<file path="config.mk">
export PLATFORM = sky130hd
export DESIGN_NAME = dmem_arbiter_flat
export DESIGN_NICKNAME = d
export VERILOG_FILES = /design/src/rtl/dmem_arb_pkg.sv /design/src/rtl/dmem_arbiter_if.sv /design/src/rtl/dmem_arb_starve_ctr.sv /design/src/rtl/dmem_arbiter.sv /design/src/flat_wrapper.sv
export SDC_FILE = /design/constraint.sdc
export NUM_CORES = 1
export LEC_CHECK = 0
export ABC_AREA = 1
export ABC_CLOCK_PERIOD_IN_PS = 1000
export CAP_MARGIN = 20
export CORE_AREA = 2 2 80 82
export DETAILED_ROUTE_END_ITERATION = 8
export DIE_AREA = 0 0 82 84
export GPL_ROUTABILITY_DRIVEN = 0
export GPL_TIMING_DRIVEN = 0
export MAX_ROUTING_LAYER = met4
export PLACE_DENSITY = 0.73
export SLEW_MARGIN = 40
export SYNTH_ARGS = -nofsm -noshare
export SYNTH_HDL_FRONTEND = slang
export SYNTH_SLANG_ARGS = --single-unit
</file>
<file path="constraint.sdc">
create_clock -name clock -period 1 [get_ports clock]
set_input_delay 0.3 -clock clock [delete_from_list [all_inputs] [get_ports clock]]
set_output_delay 0.3 -clock clock [all_outputs]
set_load 0.005 [all_outputs]
</file>
<file path="src/rtl/dmem_arb_pkg.sv">
// dmem_arb_pkg: shared types and defaults for the data-memory arbiter
package dmem_arb_pkg;
    localparam int ADDR_W_DEF     = 12;
    localparam int DATA_W_DEF     = 32;
    localparam int STARVE_MAX_DEF = 8;
    typedef enum logic [1:0] {
        OWN_NONE = 2'd0,
        OWN_CPU  = 2'd1,
        OWN_VGA  = 2'd2
    } owner_e;
endpackage

</file>
<file path="src/rtl/dmem_arbiter_if.sv">
// dmem_arbiter_if: processor, VGA and dmem signals seen by the arbiter
interface dmem_arbiter_if #(
    parameter int ADDR_W = 12,
    parameter int DATA_W = 32
);
    logic              cpu_req;
    logic              cpu_wren;
    logic [ADDR_W-1:0] cpu_addr;
    logic [DATA_W-1:0] cpu_wdata;
    logic              cpu_stall;
    logic [DATA_W-1:0] cpu_rdata;
    logic              cpu_rvalid;
    logic              vga_req;
    logic [ADDR_W-1:0] vga_addr;
    logic              vga_gnt;
    logic [DATA_W-1:0] vga_rdata;
    logic              vga_rvalid;
    logic [ADDR_W-1:0] mem_addr;
    logic [DATA_W-1:0] mem_data;
    logic              mem_wren;
    logic [DATA_W-1:0] mem_q;
    modport slave (
        input  cpu_req, cpu_wren, cpu_addr, cpu_wdata, vga_req, vga_addr, mem_q,
        output cpu_stall, cpu_rdata, cpu_rvalid, vga_gnt, vga_rdata, vga_rvalid,
               mem_addr, mem_data, mem_wren
    );
    modport master (
        output cpu_req, cpu_wren, cpu_addr, cpu_wdata, vga_req, vga_addr, mem_q,
        input  cpu_stall, cpu_rdata, cpu_rvalid, vga_gnt, vga_rdata, vga_rvalid,
               mem_addr, mem_data, mem_wren
    );
endinterface

</file>
<file path="src/rtl/dmem_arb_starve_ctr.sv">
// dmem_arb_starve_ctr: counts denied VGA cycles and raises force_vga at the limit
module dmem_arb_starve_ctr #(
    parameter int STARVE_MAX = 8
) (
    input  logic clock,
    input  logic resetn,
    input  logic i_vga_req,
    input  logic i_vga_gnt,
    output logic o_force_vga
);
    localparam logic [7:0] MAX = 8'(STARVE_MAX);
    logic [7:0] r_cnt;
    // saturating wait counter, cleared whenever VGA is served or stops asking
    always_ff @(posedge clock or negedge resetn) begin
        if (!resetn) r_cnt <= 8'd0;
        else r_cnt <= (!i_vga_req || i_vga_gnt) ? 8'd0 : (r_cnt == MAX) ? r_cnt : r_cnt + 8'd1;
    end
    assign o_force_vga = (r_cnt == MAX);
endmodule

</file>
<file path="src/rtl/dmem_arbiter.sv">
// dmem_arbiter: shares single-port dmem between CPU (priority) and VGA reader
// Optional starvation guard enabled by defining DMEM_ARB_STARVE_EN.
module dmem_arbiter
    import dmem_arb_pkg::*;
#(
    parameter int ADDR_W     = ADDR_W_DEF,
    parameter int DATA_W     = DATA_W_DEF,
    parameter int STARVE_MAX = STARVE_MAX_DEF
) (
    input  logic           clock,
    input  logic           resetn,
    dmem_arbiter_if.slave  bus
);
    if (STARVE_MAX < 1 || STARVE_MAX > 255) begin : g_bad_starve
        $error("STARVE_MAX out of range 1..255");
    end
    logic              w_force_vga;
    logic              w_vga_win;
    logic              w_cpu_win;
    logic [ADDR_W-1:0] w_mem_addr;
    owner_e            w_owner_d;
    owner_e            r_owner_q;
`ifdef DMEM_ARB_STARVE_EN
    dmem_arb_starve_ctr #(.STARVE_MAX(STARVE_MAX)) u_starve (
        .clock       (clock),
        .resetn      (resetn),
        .i_vga_req   (bus.vga_req),
        .i_vga_gnt   (w_vga_win),
        .o_force_vga (w_force_vga)
    );
`else
    assign w_force_vga = 1'b0;
`endif
    // pick the winner and steer the memory port and the return tag
    always_comb begin
        w_vga_win  = bus.vga_req && (w_force_vga || !bus.cpu_req);
        w_cpu_win  = bus.cpu_req && !w_vga_win;
        w_mem_addr = w_vga_win ? bus.vga_addr : w_cpu_win ? bus.cpu_addr : '0;
        w_owner_d  = w_vga_win ? OWN_VGA : (w_cpu_win && !bus.cpu_wren) ? OWN_CPU : OWN_NONE;
    end
    // remember who issued the read so next cycle's mem_q goes only to them
    always_ff @(posedge clock or negedge resetn) begin
        if (!resetn) r_owner_q <= OWN_NONE;
        else r_owner_q <= w_owner_d;
    end
    assign bus.mem_addr   = w_mem_addr;
    assign bus.mem_data   = bus.cpu_wdata;
    assign bus.mem_wren   = w_cpu_win && bus.cpu_wren;
    assign bus.vga_gnt    = w_vga_win;
    assign bus.cpu_stall  = bus.cpu_req && w_vga_win;
    assign bus.cpu_rdata  = bus.mem_q;
    assign bus.vga_rdata  = bus.mem_q;
    assign bus.cpu_rvalid = (r_owner_q == OWN_CPU);
    assign bus.vga_rvalid = (r_owner_q == OWN_VGA);
endmodule
</file>
<file path="src/flat_wrapper.sv">
// flat-port wrapper written by rule: the top's interface ports become plain ports
module dmem_arbiter_flat import dmem_arb_pkg::*;
#(
    parameter int ADDR_W     = ADDR_W_DEF,
    parameter int DATA_W     = DATA_W_DEF,
    parameter int STARVE_MAX = STARVE_MAX_DEF
)
  (clock, resetn, bus_cpu_req, bus_cpu_wren, bus_cpu_addr, bus_cpu_wdata, bus_vga_req, bus_vga_addr, bus_mem_q, bus_cpu_stall, bus_cpu_rdata, bus_cpu_rvalid, bus_vga_gnt, bus_vga_rdata, bus_vga_rvalid, bus_mem_addr, bus_mem_data, bus_mem_wren);
  dmem_arbiter_if #(.ADDR_W(ADDR_W), .DATA_W(DATA_W)) bus_i ();
  input  logic clock;
  input  logic resetn;
  input wire logic [$bits(bus_i.cpu_req)-1:0] bus_cpu_req;
  input wire logic [$bits(bus_i.cpu_wren)-1:0] bus_cpu_wren;
  input wire logic [$bits(bus_i.cpu_addr)-1:0] bus_cpu_addr;
  input wire logic [$bits(bus_i.cpu_wdata)-1:0] bus_cpu_wdata;
  input wire logic [$bits(bus_i.vga_req)-1:0] bus_vga_req;
  input wire logic [$bits(bus_i.vga_addr)-1:0] bus_vga_addr;
  input wire logic [$bits(bus_i.mem_q)-1:0] bus_mem_q;
  output wire logic [$bits(bus_i.cpu_stall)-1:0] bus_cpu_stall;
  output wire logic [$bits(bus_i.cpu_rdata)-1:0] bus_cpu_rdata;
  output wire logic [$bits(bus_i.cpu_rvalid)-1:0] bus_cpu_rvalid;
  output wire logic [$bits(bus_i.vga_gnt)-1:0] bus_vga_gnt;
  output wire logic [$bits(bus_i.vga_rdata)-1:0] bus_vga_rdata;
  output wire logic [$bits(bus_i.vga_rvalid)-1:0] bus_vga_rvalid;
  output wire logic [$bits(bus_i.mem_addr)-1:0] bus_mem_addr;
  output wire logic [$bits(bus_i.mem_data)-1:0] bus_mem_data;
  output wire logic [$bits(bus_i.mem_wren)-1:0] bus_mem_wren;
  assign bus_i.cpu_req = bus_cpu_req;
  assign bus_i.cpu_wren = bus_cpu_wren;
  assign bus_i.cpu_addr = bus_cpu_addr;
  assign bus_i.cpu_wdata = bus_cpu_wdata;
  assign bus_i.vga_req = bus_vga_req;
  assign bus_i.vga_addr = bus_vga_addr;
  assign bus_i.mem_q = bus_mem_q;
  assign bus_cpu_stall = bus_i.cpu_stall;
  assign bus_cpu_rdata = bus_i.cpu_rdata;
  assign bus_cpu_rvalid = bus_i.cpu_rvalid;
  assign bus_vga_gnt = bus_i.vga_gnt;
  assign bus_vga_rdata = bus_i.vga_rdata;
  assign bus_vga_rvalid = bus_i.vga_rvalid;
  assign bus_mem_addr = bus_i.mem_addr;
  assign bus_mem_data = bus_i.mem_data;
  assign bus_mem_wren = bus_i.mem_wren;
  dmem_arbiter #(.ADDR_W(ADDR_W), .DATA_W(DATA_W), .STARVE_MAX(STARVE_MAX)) u_core (.clock(clock), .resetn(resetn), .bus(bus_i));
endmodule
</file>
==> run_summary.xml, run 1 <==
<?xml version="1.0" encoding="UTF-8"?>
<metrics>
  <group name="outcome">
    <metric name="status" unit="">finished, violations left</metric>
    <metric name="failed_checks" unit="">setup timing</metric>
  </group>
  <group name="min_path">
    <metric name="worstHoldPathType" unit="">input pin to asynchronous set/reset pin</metric>
  </group>
  <group name="yosys">
    <metric name="synth.yosys.seq_area_share" unit="%">5.04</metric>
    <metric name="postSynthRegisterBits" unit="">2</metric>
    <metric name="syn-num-nets" unit="">242</metric>
    <metric name="syn_area_per_cell" unit="um^2">6.67</metric>
    <metric name="synthesized_cell_area" unit="um^2">993</metric>
    <metric name="ys_types" unit="">10</metric>
    <metric name="synth_cells" unit="">149</metric>
    <metric name="yosysWarnings" unit="">0</metric>
  </group>
  <group name="routing">
    <metric name="avgViaCountPerCell" unit="">3.59</metric>
    <metric name="ant_nets" unit="">0</metric>
    <metric name="dr.first_iter.drc_count" unit="">12</metric>
    <metric name="routed-via-count" unit="">1384</metric>
    <metric name="wire_per_inst" unit="um">11.8</metric>
    <metric name="drt_first_pass_iters" unit="">4</metric>
    <metric name="drt-total-wl" unit="um">4520</metric>
    <metric name="drt_drc_violations_left" unit="">0</metric>
  </group>
  <group name="worst_setup_path">
    <metric name="crit_path_max_fanout" unit="">5</metric>
    <metric name="critical_path.startpoint_type" unit="">input pin</metric>
    <metric name="timing_worst_setup_path_type" unit="">input pin to output port</metric>
    <metric name="worst_setup_path_end_kind" unit="">output port</metric>
    <metric name="worst_ep_required_time" unit="ns">0.70</metric>
    <metric name="worst-endpoint-arrival" unit="ns">0.87</metric>
  </group>
  <group name="die">
    <metric name="starting_utilization_of_the_core_area" unit="%">16.3</metric>
    <metric name="chipWidth" unit="um">82</metric>
    <metric name="area_of_the_die" unit="mm^2">0.00689</metric>
    <metric name="top_level_ports" unit="">206</metric>
    <metric name="row_count" unit="">29</metric>
    <metric name="chipHeight" unit="um">84</metric>
    <metric name="coreArea" unit="mm^2">0.00610</metric>
  </group>
  <group name="global_route">
    <metric name="grt_first_pass_wirelength" unit="um">6590</metric>
    <metric name="grt_usage" unit="%">13.1</metric>
    <metric name="grt_pass1_vias" unit="">1452</metric>
    <metric name="antenna_violations_before_repair" unit="">8</metric>
    <metric name="grt_start_max_net_pins" unit="">6</metric>
    <metric name="global_route.overflow_total" unit="">0</metric>
  </group>
  <group name="cells_and_area">
    <metric name="largest-register" unit="">u_core.r_owner_q</metric>
    <metric name="finish.utilization" unit="%">43.1</metric>
    <metric name="syn2layout_area_growth" unit="%">164</metric>
    <metric name="top_regs" unit="">u_core.r_owner_q: 2 flops</metric>
    <metric name="final-instance-count-excl-fill" unit="">385</metric>
    <metric name="final_layout_size_suffix_gt1_share" unit="%">52.3</metric>
    <metric name="num-nets-final" unit="">395</metric>
    <metric name="largest_register_ffs" unit="">2</metric>
  </group>
  <group name="placement">
    <metric name="dp.cells" unit="">366</metric>
    <metric name="dp_hpwl" unit="um">4010</metric>
    <metric name="place_ws" unit="ns">-1.19</metric>
    <metric name="numPortBuffers" unit="">140</metric>
  </group>
  <group name="timing">
    <metric name="post-route-worst-setup-slack" unit="ns">-0.165</metric>
    <metric name="max_freq" unit="GHz">0.858</metric>
    <metric name="final_setup_violation_count" unit="">16</metric>
    <metric name="fin_setup_tns" unit="ns">-1.79</metric>
    <metric name="rsz0062_at_grt" unit="">yes</metric>
    <metric name="number_of_max_slew_violations_in_the_final_report" unit="">0</metric>
    <metric name="final_hold_viol_count" unit="">0</metric>
    <metric name="period_needed" unit="ns">1.17</metric>
    <metric name="period_utilization_post_route" unit="%">117</metric>
  </group>
  <group name="clock_tree">
    <metric name="max-clock-path-buffers" unit="">2</metric>
    <metric name="cts_hold_buffers" unit="">0</metric>
    <metric name="clkSlewWorstSetupHoldPaths" unit="ns">0.03</metric>
    <metric name="cts-buffers-inserted" unit="">3</metric>
    <metric name="cts_tree" unit="">yes</metric>
    <metric name="clock_tree.root_cell" unit="">sky130_fd_sc_hd__clkbuf_8</metric>
    <metric name="cts_max_level" unit="">1</metric>
    <metric name="clock_sinks" unit="">2</metric>
  </group>
  <group name="power">
    <metric name="p_total" unit="uW">1320</metric>
    <metric name="power.density" unit="mW/mm^2">502</metric>
    <metric name="static-leakage-power" unit="uW">0.00149</metric>
    <metric name="vdd.ir_drop.worst" unit="mV">0.252</metric>
  </group>
  <group name="flow_run">
    <metric name="drv.max_cap_violation_count" unit="">0</metric>
  </group>
</metrics>
[cell type report]
type | instances | area (um^2)
Antenna cell | 8 | 20.0
Buffer | 100 | 778
Clock buffer | 3 | 41.3
Fill cell | 676 | 3470
Inverter | 5 | 28.8
Multi-Input combinational cell | 42 | 303
Sequential cell | 2 | 50.0
Tap cell | 77 | 96.3
Timing Repair Buffer | 148 | 1310
[placed cells by master, fill, tap and decap left out]
cell type and n:
sky130_fd_sc_hd__buf_8 2, sky130_fd_sc_hd__dfrtp_1 2, sky130_fd_sc_hd__nand3_2 8, sky130_fd_sc_hd__buf_6 8, sky130_fd_sc_hd__buf_4 101, sky130_fd_sc_hd__nand2_1 14
sky130_fd_sc_hd__conb_1 1, sky130_fd_sc_hd__inv_4 1, sky130_fd_sc_hd__nand3_4 4, sky130_fd_sc_hd__clkbuf_8 3, sky130_fd_sc_hd__dlygate4sd2_1 120, sky130_fd_sc_hd__nor2_1 3
sky130_fd_sc_hd__diode_2 8, sky130_fd_sc_hd__nand2_4 1, sky130_fd_sc_hd__buf_16 1, sky130_fd_sc_hd__buf_12 3, sky130_fd_sc_hd__inv_2 1, sky130_fd_sc_hd__inv_8 1
sky130_fd_sc_hd__nand2_2 10, sky130_fd_sc_hd__clkdlybuf4s50_1 1, sky130_fd_sc_hd__clkbuf_2 1, sky130_fd_sc_hd__inv_1 2, sky130_fd_sc_hd__nor2_4 1, sky130_fd_sc_hd__buf_2 11
[per-layer routing]
metal | routed length (um) | part of all wire (%) | track usage, %
met5 | 0 | 0 | -
met1 | 1300 | 29 | 10.7
met3 | 913 | 20 | 8.23
met2 | 2250 | 50 | 23.2
met4 | 63 | 1.4 | 4.55
[cells by family (layout without fill, tap and decap cells)]
kind of cell | count (synthesis) | count (layout) | synth area share, %
buffers and inverters | 105 | 256 | 77.6
other | 1 | 9 | 0.377
AND/OR/NAND/NOR | 41 | 41 | 17.0
flip-flops | 2 | 2 | 5.04
[synth_stat cells (all sizes together)]
cell / n / area [um^2]
inv: 5 / 18.8
nor2: 4 / 15.0
conb: 1 / 3.75
nand2: 25 / 93.8
nand3: 12 / 60.1
buf: 100 / 752
dfrtp: 2 / 50.1
[worst max-delay path by stage]
stage | cells after the start | slack [ns] | end | start
final | 6 | -0.17 | bus_mem_addr[6] | bus_cpu_req
after global routing | 6 | -0.20 | bus_mem_addr[3] | bus_cpu_req
after CTS | 6 | -0.18 | bus_mem_addr[6] | bus_cpu_req
after detailed placement | 5 | -1.19 | bus_vga_gnt | bus_vga_req
after global placement | 5 | -1.19 | bus_vga_gnt | bus_vga_req
after floorplan | 3 | 0.07 | bus_vga_gnt | bus_vga_req
[repair_timing]
| action | 4_1_cts | 5_1_grt |
|---|---|---|
| endpoints found under the setup margin | 114 | 16 |
| buffers inserted | 3 | 2 |
| endpoints found under the hold margin | 0 | 0 |
| pin swaps | 34 | 21 |
| gates cloned | 3 | 0 |
| gates resized for setup | 238 | 20 |
[through the flow]
stage	area (um^2)	hold WS [ns]
2_1_floorplan	993	0.00441
3_3_place_gp	2490	0.472
3_5_place_dp	2490	0.481
4_1_cts	2510	0.254
5_1_grt	2630	0.257
6_report	2630	0.254
[critical path: stages]
cell and delay [ns]:
sky130_fd_sc_hd__buf_12 0.12, sky130_fd_sc_hd__inv_8 0.06, sky130_fd_sc_hd__buf_8 0.13, sky130_fd_sc_hd__nand3_2 0.08, sky130_fd_sc_hd__nand2_2 0.07, sky130_fd_sc_hd__buf_6 0.09
[power by group]
group | internal (uW) | switching, uW | total [uW]
combinational | 622 | 282 | 904
clock | 255 | 70.8 | 326
sequential | 85.8 | 2.11 | 87.9
(Power assumes the default switching activity.)
==> run 2: changes to the inputs <==
--- a/config.mk
+++ b/config.mk
@@ -8,13 +8,16 @@
 export ABC_AREA = 1
 export ABC_CLOCK_PERIOD_IN_PS = 1000
 export CAP_MARGIN = 20
-export CORE_AREA = 2 2 80 82
+export CELL_PAD_IN_SITES_DETAIL_PLACEMENT = 1
+export CELL_PAD_IN_SITES_GLOBAL_PLACEMENT = 1
+export CORE_MARGIN = 2
+export CORE_UTILIZATION = 10
 export DETAILED_ROUTE_END_ITERATION = 8
-export DIE_AREA = 0 0 82 84
 export GPL_ROUTABILITY_DRIVEN = 0
 export GPL_TIMING_DRIVEN = 0
 export MAX_ROUTING_LAYER = met4
-export PLACE_DENSITY = 0.73
+export PLACE_DENSITY_LB_ADDON = 0.1
+export REMOVE_ABC_BUFFERS = 1
 export SLEW_MARGIN = 40
 export SYNTH_ARGS = -nofsm -noshare
 export SYNTH_HDL_FRONTEND = slang
==> run_summary.xml, run 2 <==
<?xml version="1.0" encoding="UTF-8"?>
<metrics>
  <group name="placement">
    <metric name="numPortBuffers" unit="">44</metric>
    <metric name="dp_hpwl" unit="um">7210</metric>
  </group>
  <group name="global_route">
    <metric name="grt_first_pass_wirelength" unit="um">10500</metric>
    <metric name="global_route.overflow_total" unit="">0</metric>
    <metric name="grt_usage" unit="%">15.5</metric>
    <metric name="antenna_violations_before_repair" unit="">1</metric>
    <metric name="grt_pass1_vias" unit="">873</metric>
    <metric name="grt_start_max_net_pins" unit="">14</metric>
  </group>
  <group name="yosys">
    <metric name="synth_flop_cell" unit="">sky130_fd_sc_hd__dfrtp_1</metric>
    <metric name="synth_cells" unit="">149</metric>
    <metric name="ys_types" unit="">10</metric>
    <metric name="synth-edff-count" unit="">0</metric>
    <metric name="synth.most_common_cell" unit="">sky130_fd_sc_hd__buf_4</metric>
    <metric name="synthesized_cell_area" unit="um^2">993</metric>
    <metric name="postSynth.asyncResetShare" unit="%">100</metric>
    <metric name="synth.yosys.seq_area_share" unit="%">5.04</metric>
    <metric name="yosys.area.top_type_share" unit="%">74.1</metric>
    <metric name="synth_largest_area_cell" unit="">sky130_fd_sc_hd__buf_4</metric>
    <metric name="syn_area_per_cell" unit="um^2">6.67</metric>
    <metric name="postSynthRegisterBits" unit="">2</metric>
    <metric name="yosys-top-cells-count" unit="">sky130_fd_sc_hd__buf_4 (98), sky130_fd_sc_hd__nand2_1 (25), sky130_fd_sc_hd__nand3_1 (12), sky130_fd_sc_hd__inv_1 (4), sky130_fd_sc_hd__nor2_1 (4)</metric>
    <metric name="yosys-top-cells-area" unit="">sky130_fd_sc_hd__buf_4 (74%), sky130_fd_sc_hd__nand2_1 (9.4%), sky130_fd_sc_hd__nand3_1 (6.0%)</metric>
    <metric name="yosysWarnings" unit="">0</metric>
  </group>
  <group name="clock_tree">
    <metric name="cts_max_level" unit="">1</metric>
    <metric name="max-clock-path-buffers" unit="">2</metric>
    <metric name="clock_sinks" unit="">2</metric>
    <metric name="cts_hold_buffers" unit="">0</metric>
    <metric name="cts-buffers-inserted" unit="">3</metric>
    <metric name="clock_tree.root_cell" unit="">sky130_fd_sc_hd__clkbuf_8</metric>
  </group>
  <group name="timing">
    <metric name="endpoint_pin_with_the_least_setup_slack_after_global_route_repair" unit="">bus_mem_addr[6]</metric>
    <metric name="worst-endpoint-pin-kind" unit="">output port</metric>
  </group>
  <group name="die">
    <metric name="row_count" unit="">36</metric>
    <metric name="chipHeight" unit="um">104</metric>
    <metric name="starting_utilization_of_the_core_area" unit="%">10.2</metric>
    <metric name="chipWidth" unit="um">104</metric>
    <metric name="top_level_ports" unit="">206</metric>
  </group>
  <group name="outcome">
    <metric name="status" unit="">stopped before the end</metric>
    <metric name="first-error" unit="">[ERROR DRT-0255] Maze Route cannot find path of net bus_mem_q[19] in worker of routeBox ( 96600 0 ) ( 103670 48300 ).</metric>
    <metric name="stop_stage" unit="">5_2_route</metric>
  </group>
</metrics>
[run 2: cell counts after synthesis]
Identical to the previous run, type by type.
[run 2: per-stage QoR]
step | hold slack (ns) | instances | setup slack, ns | cell area, um^2 | util (%)
after floorplan | 0.00441 | 49 | 0.134 | 241 | -
after global placement | 0.472 | 226 | -1.59 | 848 | 8.72
after detailed placement | 0.482 | 226 | -1.61 | 848 | 8.72
after CTS | 0.263 | 236 | -0.156 | 893 | 9.18
after global routing | 0.271 | 237 | -0.185 | 908 | 9.34
[run 2: routing by layer]
layer	track usage, %
met1	12.5
met2	20.0
met3	21.9
met4	4.05
met5	-
[run 2: timing repair]
action	CTS	global route
buffers inserted	6	0
resized for setup	118	3
pin swaps	23	6
endpoints found under the setup margin	18	16
cloned	1	0
[run 2: cell families after synthesis]
| logic type | count (synthesis) | synth area share, % |
|---|---|---|
| buf+inv | 105 | 77.6 |
| simple gates | 41 | 17.0 |
| flops | 2 | 5.04 |
| other cells | 1 | 0.377 |
==> run 3: changes to the inputs <==
--- a/config.mk
+++ b/config.mk
@@ -8,15 +8,12 @@
 export ABC_AREA = 1
 export ABC_CLOCK_PERIOD_IN_PS = 1000
 export CAP_MARGIN = 20
-export CELL_PAD_IN_SITES_DETAIL_PLACEMENT = 1
-export CELL_PAD_IN_SITES_GLOBAL_PLACEMENT = 1
-export CORE_MARGIN = 2
-export CORE_UTILIZATION = 10
+export CORE_AREA = 2 2 80 82
 export DETAILED_ROUTE_END_ITERATION = 8
+export DIE_AREA = 0 0 82 84
 export GPL_ROUTABILITY_DRIVEN = 0
 export GPL_TIMING_DRIVEN = 0
-export MAX_ROUTING_LAYER = met4
-export PLACE_DENSITY_LB_ADDON = 0.1
+export PLACE_DENSITY_LB_ADDON = 0.15
 export REMOVE_ABC_BUFFERS = 1
 export SLEW_MARGIN = 40
 export SYNTH_ARGS = -nofsm -noshare
==> run_summary.xml, run 3 (same netlist as run 1, synthesis figures left out) <==
<?xml version="1.0" encoding="UTF-8"?>
<metrics>
  <group name="clock_tree">
    <metric name="cts-buffers-inserted" unit="">3</metric>
    <metric name="cts_tree" unit="">yes</metric>
    <metric name="max-clock-path-buffers" unit="">2</metric>
    <metric name="clock_tree.root_cell" unit="">sky130_fd_sc_hd__clkbuf_8</metric>
    <metric name="clock_sinks" unit="">2</metric>
    <metric name="clkSlewWorstSetupHoldPaths" unit="ns">0.03</metric>
    <metric name="cts_max_level" unit="">1</metric>
  </group>
  <group name="timing">
    <metric name="post-route-worst-setup-slack" unit="ns">-0.0972</metric>
    <metric name="period_utilization_post_route" unit="%">110</metric>
    <metric name="final_setup_violation_count" unit="">14</metric>
    <metric name="number_of_max_slew_violations_in_the_final_report" unit="">0</metric>
    <metric name="final_hold_viol_count" unit="">0</metric>
    <metric name="fin_setup_tns" unit="ns">-0.533</metric>
    <metric name="rsz0062_at_grt" unit="">yes</metric>
    <metric name="period_needed" unit="ns">1.10</metric>
    <metric name="max_freq" unit="GHz">0.911</metric>
  </group>
  <group name="cells_and_area">
    <metric name="area.sequential" unit="um^2">50.0</metric>
    <metric name="top_library_cells_by_usage_in_the_layout_fill_and_taps_aside" unit="">sky130_fd_sc_hd__nand2_1 (23), sky130_fd_sc_hd__clkdlybuf4s15_1 (22), sky130_fd_sc_hd__buf_2 (16)</metric>
    <metric name="final_layout_size_suffix_gt1_share" unit="%">43.6</metric>
    <metric name="num-nets-final" unit="">196</metric>
    <metric name="multi_input_comb_area" unit="um^2">253</metric>
    <metric name="antenna_cells_inserted" unit="">0</metric>
    <metric name="largest_register_ffs" unit="">2</metric>
    <metric name="top_regs" unit="">u_core.r_owner_q: 2 flops</metric>
    <metric name="final-instance-count-excl-fill" unit="">178</metric>
    <metric name="layout.cell_area.non_filler" unit="um^2">941</metric>
    <metric name="largest-register" unit="">u_core.r_owner_q</metric>
    <metric name="layout.cells.most_common" unit="">sky130_fd_sc_hd__nand2_1</metric>
    <metric name="syn2layout_area_growth" unit="%">-5.29</metric>
    <metric name="fillerInstances" unit="">711</metric>
  </group>
  <group name="power">
    <metric name="vdd.ir_drop.worst" unit="mV">0.216</metric>
    <metric name="cellInternalPower" unit="uW">513</metric>
    <metric name="power.density" unit="mW/mm^2">741</metric>
    <metric name="pwr-share-seq" unit="%">12.6</metric>
    <metric name="static-leakage-power" unit="uW">0.000458</metric>
    <metric name="switching_share" unit="%">26.5</metric>
    <metric name="p_total" unit="uW">697</metric>
    <metric name="pwr-share-clk" unit="%">45.1</metric>
    <metric name="gate_power_share" unit="%">42.3</metric>
    <metric name="power.switching" unit="uW">184</metric>
  </group>
  <group name="routing">
    <metric name="routed-via-count" unit="">709</metric>
    <metric name="drt_first_pass_iters" unit="">4</metric>
    <metric name="drt-total-wl" unit="um">7630</metric>
    <metric name="drt_drc_violations_left" unit="">0</metric>
    <metric name="dr.first_iter.drc_count" unit="">11</metric>
    <metric name="ant_nets" unit="">0</metric>
    <metric name="avgViaCountPerCell" unit="">3.98</metric>
    <metric name="wire_per_inst" unit="um">42.8</metric>
  </group>
  <group name="die">
    <metric name="chipWidth" unit="um">82</metric>
    <metric name="top_level_ports" unit="">206</metric>
    <metric name="area_of_the_die" unit="mm^2">0.00689</metric>
    <metric name="row_count" unit="">29</metric>
    <metric name="coreArea" unit="mm^2">0.00610</metric>
    <metric name="chipHeight" unit="um">84</metric>
    <metric name="starting_utilization_of_the_core_area" unit="%">16.3</metric>
  </group>
  <group name="worst_setup_path">
    <metric name="critical_path.startpoint_type" unit="">register</metric>
    <metric name="worst_setup_path_end_kind" unit="">output port</metric>
    <metric name="timing_worst_setup_path_type" unit="">register to output port</metric>
    <metric name="crit_path_max_fanout" unit="">2</metric>
    <metric name="worst-endpoint-arrival" unit="ns">0.80</metric>
    <metric name="worst_ep_required_time" unit="ns">0.70</metric>
  </group>
  <group name="global_route">
    <metric name="grt_start_max_net_pins" unit="">9</metric>
    <metric name="grt_first_pass_wirelength" unit="um">9030</metric>
    <metric name="global_route.overflow_total" unit="">0</metric>
    <metric name="antenna_violations_before_repair" unit="">0</metric>
    <metric name="grt_usage" unit="%">21.1</metric>
    <metric name="grt_pass1_vias" unit="">758</metric>
  </group>
  <group name="placement">
    <metric name="post_dp_cell_area" unit="um^2">778</metric>
    <metric name="numPortBuffers" unit="">44</metric>
    <metric name="dp.cells" unit="">170</metric>
    <metric name="dp_hpwl" unit="um">6910</metric>
  </group>
  <group name="min_path">
    <metric name="worstHoldPathType" unit="">input pin to asynchronous set/reset pin</metric>
  </group>
  <group name="outcome">
    <metric name="status" unit="">finished, violations left</metric>
    <metric name="failed_checks" unit="">setup timing</metric>
  </group>
  <group name="flow_run">
    <metric name="drv.max_cap_violation_count" unit="">0</metric>
  </group>
</metrics>
==> run 3: through the flow <==
| step | setup WS [ns] | util, % | hold WS, ns |
|---|---|---|---|
| final | -0.0972 | 15.4 | 0.256 |
| after CTS | -0.108 | 15.1 | 0.256 |
| after global routing | -0.159 | 15.4 | 0.253 |
| after detailed placement | -1.45 | 12.8 | 0.476 |
| after global placement | -1.45 | 12.8 | 0.473 |
| after floorplan | 0.134 | - | 0.00441 |
==> run 3: layer usage <==
| layer | share of wire [%] | vias to the layer above | track usage, % |
|---|---|---|---|
| li1 | - | 261 | - |
| met1 | 13 | 262 | 8.73 |
| met2 | 47 | 182 | 34.3 |
| met3 | 38 | 4 | 37.0 |
| met4 | 1.1 | 0 | 4.24 |
| met5 | 0 | - | 1.67 |
==> run 3: critical path, cell delays in order, from the launching register on <==
cell and delay, ns:
sky130_fd_sc_hd__dfrtp_1 0.36, sky130_fd_sc_hd__nor2_1 0.10, sky130_fd_sc_hd__buf_2 0.13
==> run 3: power by group through the flow <==
stage / sequential (uW) / combinational [uW] / clock [uW]
after global routing: 88.7 / 322 / 332
after floorplan: 88.1 / 56.5 / 0
after CTS: 87.6 / 291 / 323
after detailed placement: 88.3 / 283 / 0
final: 87.6 / 295 / 315
after global placement: 88.5 / 283 / 0
==> run 3: final cells by class <==
cell class / instances / area share (%)
tap: 77 / 10.2
inverter: 5 / 3.59
sequential: 2 / 5.32
clock buffer: 3 / 4.39
multi-input combinational: 42 / 26.9
timing repair inverter: 1 / 1.73
timing repair buffer: 48 / 47.9
==> run 3: timing repair <==
item / CTS / global route
endpoints found under the setup margin: 18 / 15
gates resized for setup: 151 / 9
setup buffers: 1 / 1
hold buffers: 0 / 0
pin swaps: 30 / 30
cloned: 3 / 0
==> run 3: path summary, 6_finish.rpt <==
path	from	endpoint	slack, ns	depth (start not counted)
max in group asynchronous	resetn	u_core.r_owner_q[0]	0.62	1
min in group clock	bus_cpu_wren	u_core.r_owner_q[0]	0.36	2
worst min-delay path	resetn	u_core.r_owner_q[1]	0.26	1
worst max-delay path	u_core.r_owner_q[1]	bus_cpu_rvalid	-0.1	2
